$ cat src/rtl/vme_system_arbiter.sv
// vme_system_arbiter
// VMEbus slot-1 system controller: samples BR3..BR0, drives the BGxOUT
// daisy-chain grants, tracks ownership through BBSY and runs the global
// bus timer that raises BERR on stalled data transfers.
//
// Build option: define VME_BUS_CLEAR_EN to build the BCLR logic
// (fixed-priority mode only). Without it vme_bus_clear is tied high.
//
// state  | meaning
// IDLE   | no grant outstanding; choose a level when BR pending and BBSY high
// GRANT  | one BGxOUT held low, waiting for the requester to take BBSY
// OWNED  | requester holds BBSY; wait for its release
// SETTLE | bus released; idle gap before the next grant
module vme_system_arbiter #(
  parameter int ARB_MODE      = 0,
  parameter int GRANT_TIMEOUT = 64,
  parameter int BUS_TIMEOUT   = 1024,
  parameter int SETTLE_CYCLES = 2,
  parameter int CNT_W         = 11
) (
  input  logic       clock,
  input  logic       reset,
  input  logic       syscon_en,
  input  logic [3:0] vme_bus_request,
  input  logic       vme_bus_busy,
  input  logic       vme_as,
  input  logic [1:0] vme_ds,
  input  logic       vme_dtack,
  input  logic       vme_berr_in,
  output logic [3:0] vme_bus_grant_out,
  output logic       vme_berr_out,
  output logic       vme_bus_clear,
  output logic [1:0] arb_owner,
  output logic       arb_active
);

  typedef enum logic [1:0] {IDLE, GRANT, OWNED, SETTLE} state_t;

  localparam logic [CNT_W-1:0] CNT_ONE     = CNT_W'(1);
  localparam logic [CNT_W-1:0] GRANT_LAST  = CNT_W'(GRANT_TIMEOUT - 1);
  localparam logic [CNT_W-1:0] SETTLE_LAST = CNT_W'(SETTLE_CYCLES - 1);
  localparam logic [CNT_W-1:0] BUS_LIMIT   = CNT_W'(BUS_TIMEOUT);
  localparam logic [CNT_W-1:0] BUS_LAST    = CNT_W'(BUS_TIMEOUT - 1);

  logic [9:0]       sync_m, sync_s;
  logic [3:0]       br_s;
  logic             bbsy_s, as_s, dtack_s, berri_s;
  logic [1:0]       ds_s;

  state_t           state;
  logic [3:0]       bg_q;
  logic [1:0]       owner_q;
  logic             active_q;
  logic [1:0]       rr_ptr;
  logic [CNT_W-1:0] arb_cnt;

  logic [CNT_W-1:0] bus_cnt;
  logic             berr_q;
  logic             bus_run;

  logic             pick_valid;
  logic [1:0]       pick_lvl;
  logic [1:0]       cand;

  // two-flop synchroniser for every VME input; idle (high) out of reset
  always_ff @(posedge clock or negedge reset) begin
    if (!reset) begin
      sync_m <= '1;
      sync_s <= '1;
    end else begin
      sync_m <= {vme_bus_request, vme_bus_busy, vme_as, vme_ds, vme_dtack, vme_berr_in};
      sync_s <= sync_m;
    end
  end

  assign br_s    = sync_s[9:6];
  assign bbsy_s  = sync_s[5];
  assign as_s    = sync_s[4];
  assign ds_s    = sync_s[3:2];
  assign dtack_s = sync_s[1];
  assign berri_s = sync_s[0];

  // level selection: highest pending, or first pending below the pointer
  always_comb begin
    pick_valid = 1'b0;
    pick_lvl   = 2'd0;
    cand       = 2'd0;
    if (ARB_MODE == 0) begin
      for (int i = 0; i < 4; i++) begin
        if (!br_s[i]) begin
          pick_valid = 1'b1;
          pick_lvl   = 2'(i);
        end
      end
    end else begin
      // later iterations win, so ptr-1 is examined last and has priority
      for (int i = 4; i >= 1; i--) begin
        cand = rr_ptr - 2'(i);
        if (!br_s[cand]) begin
          pick_valid = 1'b1;
          pick_lvl   = cand;
        end
      end
    end
  end

  // arbitration FSM with registered grant/status outputs
  always_ff @(posedge clock or negedge reset) begin
    if (!reset) begin
      state    <= IDLE;
      bg_q     <= 4'b1111;
      owner_q  <= 2'd0;
      active_q <= 1'b0;
      rr_ptr   <= 2'd3;
      arb_cnt  <= '0;
    end else if (!syscon_en) begin
      state    <= IDLE;
      bg_q     <= 4'b1111;
      owner_q  <= 2'd0;
      active_q <= 1'b0;
      arb_cnt  <= '0;
    end else begin
      case (state)
        IDLE: begin
          if (pick_valid && bbsy_s) begin
            bg_q     <= ~(4'b0001 << pick_lvl);
            owner_q  <= pick_lvl;
            active_q <= 1'b1;
            arb_cnt  <= '0;
            state    <= GRANT;
          end
        end
        GRANT: begin
          if (!bbsy_s) begin
            bg_q  <= 4'b1111;
            state <= OWNED;
            if (ARB_MODE != 0) rr_ptr <= owner_q;
          end else if (arb_cnt == GRANT_LAST) begin
            bg_q     <= 4'b1111;
            active_q <= 1'b0;
            state    <= IDLE;
          end else begin
            arb_cnt <= arb_cnt + CNT_ONE;
          end
        end
        OWNED: begin
          if (bbsy_s) begin
            active_q <= 1'b0;
            arb_cnt  <= '0;
            state    <= SETTLE;
          end
        end
        SETTLE: begin
          if (!bbsy_s) begin
            active_q <= 1'b1;
            state    <= OWNED;
          end else if (arb_cnt == SETTLE_LAST) begin
            state <= IDLE;
          end else begin
            arb_cnt <= arb_cnt + CNT_ONE;
          end
        end
        default: state <= IDLE;
      endcase
    end
  end

  assign bus_run = !as_s && (ds_s != 2'b11) && dtack_s && berri_s;

  // global bus timer: saturating count of unanswered strobe cycles
  always_ff @(posedge clock or negedge reset) begin
    if (!reset) begin
      bus_cnt <= '0;
      berr_q  <= 1'b1;
    end else if (!syscon_en || ds_s == 2'b11) begin
      bus_cnt <= '0;
      berr_q  <= 1'b1;
    end else if (bus_run) begin
      if (bus_cnt != BUS_LIMIT) bus_cnt <= bus_cnt + CNT_ONE;
      if (bus_cnt >= BUS_LAST) berr_q <= 1'b0;
    end
  end

`ifdef VME_BUS_CLEAR_EN
  logic higher_req;
  logic bclr_q;

  always_comb begin
    higher_req = 1'b0;
    for (int i = 0; i < 4; i++) begin
      if (i > int'(owner_q) && !br_s[i]) higher_req = 1'b1;
    end
  end

  // BCLR: ask the owner to release when a higher level is waiting
  always_ff @(posedge clock or negedge reset) begin
    if (!reset) begin
      bclr_q <= 1'b1;
    end else if (!syscon_en || state != OWNED || bbsy_s) begin
      bclr_q <= 1'b1;
    end else if (ARB_MODE == 0 && higher_req) begin
      bclr_q <= 1'b0;
    end
  end

  assign vme_bus_clear = bclr_q;
`else
  assign vme_bus_clear = 1'b1;
`endif

  assign vme_bus_grant_out = bg_q;
  assign vme_berr_out      = berr_q;
  assign arb_owner         = owner_q;
  assign arb_active        = active_q;

endmodule

$ cat config.mk
export PLATFORM = sky130hd
export DESIGN_NAME = vme_system_arbiter
export DESIGN_NICKNAME = d
export VERILOG_FILES = /design/src/rtl/vme_system_arbiter.sv
export SDC_FILE = /design/constraint.sdc
export NUM_CORES = 1
export LEC_CHECK = 0
export BUFFER_PORTS_ARGS = -buffer_cell sky130_fd_sc_hd__buf_2
export CORE_MARGIN = 8
export CORE_UTILIZATION = 55
export DETAILED_ROUTE_END_ITERATION = 6
export PLACE_DENSITY = 0.76
export SETUP_SLACK_MARGIN = 0.02
export SYNTH_ARGS = -nofsm -noshare
export SYNTH_HDL_FRONTEND = slang
export SYNTH_SLANG_ARGS = --single-unit
$ cat constraint.sdc
create_clock -name clock -period 6.2 [get_ports clock]
set_input_delay 1.24 -clock clock [delete_from_list [all_inputs] [get_ports clock]]
set_output_delay 1.24 -clock clock [all_outputs]
set_load 0.01 [all_outputs]
==> qor_table.md <==
| Quantity | Reported |
| --- | --- |
| Status | finished clean |
| Startpoint of the lowest-slack hold path | sync_m[7]$_DFF_PN1_ |
| Starting utilization of the core area | 57.2% |
| Area leader, netlist | sky130_fd_sc_hd__dfrtp_1 |
| Sequential cell area fraction in the yosys report | 53.5% |
| Number of buffers added by the clock tree synthesis step | 5 |
| Cell type group with the largest total delay on the critical path | compound AO/OA/AOI/OAI gates |
| PostCTS Resize Cnt | 0 |
| N_diodes | 0 |
| Final setup violating endpoints | 0 |
| Sw frac | 28.8% |
| Cell total after placement | 300 |
| Proportion of synthesized flip-flops having asynchronous set or reset | 100% |
| Unique masters post-synth | 50 |
| Ratio of final minimum period to clock period | 44.2% |
| Commonest non-fill, non-tap cell in the layout | sky130_fd_sc_hd__dfrtp_1 |
| DRC | 0 |
| Post-detail-place hpwl | 3170 um |
| Critical path peak fanout | 13 |
| Slowest stage cell on the critical path | sky130_fd_sc_hd__a21boi_0 |
| Internal power | 0.563 mW |
| Synth top area share | 27.1% |
| MaxCap Viol Count | 0 |
| Detailed Route Iter0 Violations | 146 |
| Clock root cell | sky130_fd_sc_hd__clkbuf_8 |
| WL per Instance | 14.7 um |
| Sequential fraction of design power | 48.7% |
| Global-route wire length before repair | 7830 um |
| Kind of critical path | in2reg |
| Final weighted congestion in routability-driven placement | 0.866 |
| Via density per instance | 5.94 |
| Die W | 83.3 um |
| Hold buffer count at CTS | 0 |
| Number of flops mapped to enable cells by yosys | 0 |
| Worst reg2reg endpoint | arb_cnt[4]$_DFFE_PN0P_ |
| Total Neg Setup Slack | 0 ns |
| Pwr per Cell Area | 287 nW/um^2 |
| Routed Antenna Nets | 0 |
| Final Slew Violations | 0 |
| Gate count of the mapped netlist | 233 |
| GR Overflow Total | 0 |
| Fraction of final layout cells sized beyond drive strength 1 | 25.4% |
| Main synth FF type | sky130_fd_sc_hd__dfrtp_1 |
| Final wirelength | 4520 um |
| Total of fill cells in the finished design | 345 |
| Maximum level of the CTS H-tree | 2 |
| Psw | 0.228 mW |
| TritonCTS clock tree | yes |
| Endpoint kind of the worst setup timing path | flip-flop |
| Clock period minus final worst setup slack | 2.74 ns |
| Hold path depth | 0 |
| Chip height | 83.3 um |
| Relative contribution of the clock network to total power | 29.7% |
| Count of synthesis-stage warnings from yosys | 0 |
| Total of flip-flops plus latches after synthesis | 52 |
| Tightest Pin Transition | 0.669 ns |
| Total global routing track utilization | 13.3% |
| Post-layout nets | 276 |
| Via count of the first global-routing pass | 1735 |
| Clock Skew | 0.00908 ns |
| Fin. Hold Viols | 0 |
| CP Buf/Inv Count | 2 |
| Startpoint of the worst register-to-register path | arb_cnt[1]$_DFFE_PN0P_ |
| Commonest cells after routing, fill and taps aside | sky130_fd_sc_hd__dfrtp_1 (27), sky130_fd_sc_hd__dfstp_2 (25), sky130_fd_sc_hd__buf_2 (20) |
| Clock transition at the register clock pins on the worst setup and hold paths after CTS | 0.09 ns |
| R2R depth | 7 |
| Count of clock tree sinks | 52 |
| Arrival time reported for the critical path endpoint | 2.93 ns |
| Cells along the critical path | buf_2 -> inv_1 -> nor2_1 -> a21boi_0 -> nand3_1 -> o311ai_0 |
| RSZ-0062 raised after global routing | no |
| Core Rows | 24 |
| Worst-case headroom to the max-slew limit | 55.1% |
| Reported leakage power | 1.14 nW |
| Sort of element at the start of the critical path | input port |
| Count of vias placed by the detailed router | 1828 |
| Number of buffers between clock root and the deepest sink | 2 |
| Path class of the lowest-slack min-delay path | reg2reg |
| Full die area | 6940 sq um |
| Largest stage delay on the critical path | 0.52 ns |
| Number of antenna violations at the first check in global routing | 0 |
| Cell area after technology mapping | 2490 sq um |
| Post-Syn Area per Cell | 10.7 sq um |
| TritonRoute pass-1 iters | 4 |
| Highest clock frequency the design can meet | 365 MHz |
| Post-Syn Nets | 254 |
| Post-CTS repair timing setup buffer count | 0 |
| Power share of the combinational group | 21.6% |
| Final Instance Count excl. Fillers | 308 |
| Layout area overhead | 10.8% |
| Clock latency on the worst-skew pair | 0.30 ns |
| # port buffers | 20 |
| Number of top-level pins | 22 |
| Setup slack of the worst register-to-register path | 3.79 ns |
| Pin count of the biggest net entering global routing | 53 |
| Critical path required time | 6.39 ns |
| WHS Endpoint | sync_s[7]$_DFF_PN1_ |
| Worst voltage drop across the vdd grid | 0.118 mV |
| Core Box Area | 4350 sq um |
| Cell types with the largest area share after synthesis | sky130_fd_sc_hd__dfrtp_1 (27%), sky130_fd_sc_hd__dfstp_2 (26%), sky130_fd_sc_hd__ha_1 (4.0%), sky130_fd_sc_hd__a21oi_1 (3.4%), sky130_fd_sc_hd__nor2_1 (2.7%) |
## per-stage QoR
| step | setup WS [ns] | instance area, sq um | hold slack, ns | total power, mW | utilization [%] |
|---|---|---|---|---|---|
| 2_1_floorplan | 3.93 | 2490 | 0.345 | 0.510 | - |
| 3_3_place_gp | 3.29 | 2640 | 0.346 | 0.558 | 60.5 |
| 3_5_place_dp | 3.21 | 2640 | 0.347 | 0.562 | 60.5 |
| 4_1_cts | 3.50 | 2760 | 0.357 | 0.800 | 63.4 |
| 5_1_grt | 3.20 | 2760 | 0.363 | 0.837 | 63.4 |
| 6_report | 3.46 | 2760 | 0.353 | 0.792 | 63.4 |
## synth_stat cells (2+ instances only)
| library cell | number |
|---|---|
| sky130_fd_sc_hd__dfrtp_1 | 27 |
| sky130_fd_sc_hd__nor2_1 | 18 |
| sky130_fd_sc_hd__and3_1 | 4 |
| sky130_fd_sc_hd__a22o_1 | 3 |
| sky130_fd_sc_hd__or4_1 | 2 |
| sky130_fd_sc_hd__a21oi_1 | 17 |
| sky130_fd_sc_hd__nand3_1 | 12 |
| sky130_fd_sc_hd__clkbuf_1 | 5 |
| sky130_fd_sc_hd__xor2_1 | 3 |
| sky130_fd_sc_hd__dfstp_2 | 25 |
| sky130_fd_sc_hd__and4_1 | 2 |
| sky130_fd_sc_hd__o22ai_1 | 8 |
| sky130_fd_sc_hd__ha_1 | 8 |
| sky130_fd_sc_hd__o211ai_1 | 3 |
| sky130_fd_sc_hd__nand4_1 | 10 |
| sky130_fd_sc_hd__nor3_1 | 7 |
| sky130_fd_sc_hd__mux2i_1 | 3 |
| sky130_fd_sc_hd__inv_1 | 13 |
| sky130_fd_sc_hd__or3_1 | 4 |
| sky130_fd_sc_hd__nand2_1 | 14 |
| sky130_fd_sc_hd__mux2_2 | 4 |
| sky130_fd_sc_hd__o21ai_0 | 5 |
| sky130_fd_sc_hd__a21o_1 | 4 |
| sky130_fd_sc_hd__xnor2_1 | 6 |
## power by group through the flow
| stage | Combinational, mW | Sequential, mW | Clock [mW] |
|---|---|---|---|
| floorplan | 0.117 | 0.393 | 0 |
| global placement | 0.167 | 0.391 | 0 |
| detailed placement | 0.170 | 0.392 | 0 |
| CTS | 0.171 | 0.386 | 0.244 |
| global route | 0.192 | 0.389 | 0.255 |
| finish | 0.171 | 0.385 | 0.235 |
## final cells by class
class,count,area (sq um),share of cell area [%]
Clock buffer,8,123,4.44
Tap cell,52,65.1,2.36
Sequential cell,52,1330,48.3
Timing Repair Buffer,21,108,3.90
Inverter,13,48.8,1.77
Multi-Input combinational cell,162,1080,39.2
## layer usage
layer,track usage [%],vias up,routed length [um]
met5,0,-,0
met4,5.43,0,68
met3,3.61,7,220
met2,21.1,49,2120
met1,16.5,874,2110
li1,-,898,-
## registers in the layout, summed over array words and instances, names as in the netlist
| signal | cells |
|---|---|
| sync_m | 10 |
| sync_s | 10 |
| vme_berr_out | 1 |
| arb_owner | 2 |
| arb_cnt | 11 |
| arb_active | 1 |
| vme_bus_grant_out | 4 |
| bus_cnt | 11 |
| state | 2 |
## cell families after synthesis
group	count (synthesis)	synth area share, %
other cells	1	0.151
simple gates	81	17.9
flops	52	53.5
mux	7	3.01
fa+ha+maj	8	4.02
xor+xnor	9	3.17
buf+inv	19	3.02
compound gates	56	15.2
## worst reg2reg max path, cell delays in order (launching register included)
cell and delay [ns]:
sky130_fd_sc_hd__dfrtp_1 0.43, sky130_fd_sc_hd__inv_1 0.09, sky130_fd_sc_hd__ha_1 0.15, sky130_fd_sc_hd__or4b_2 0.60, sky130_fd_sc_hd__nor4_2 0.34, sky130_fd_sc_hd__a21o_1 0.36, sky130_fd_sc_hd__nor3_1 0.12, sky130_fd_sc_hd__a22o_1 0.23
## how the worst max path moves through the flow
| stage | start | to | slack (ns) | cells after the start |
|---|---|---|---|---|
| global placement | syscon_en | arb_cnt[5]$_DFFE_PN0P_ | 3.29 | 6 |
| floorplan | syscon_en | arb_cnt[5]$_DFFE_PN0P_ | 3.93 | 5 |
| global route | syscon_en | arb_cnt[5]$_DFFE_PN0P_ | 3.20 | 6 |
| CTS | syscon_en | arb_cnt[5]$_DFFE_PN0P_ | 3.50 | 6 |
| finish | syscon_en | arb_cnt[5]$_DFFE_PN0P_ | 3.46 | 6 |
| detailed placement | syscon_en | arb_cnt[5]$_DFFE_PN0P_ | 3.21 | 6 |
Note: power is estimated with default switching activity, not from simulation.
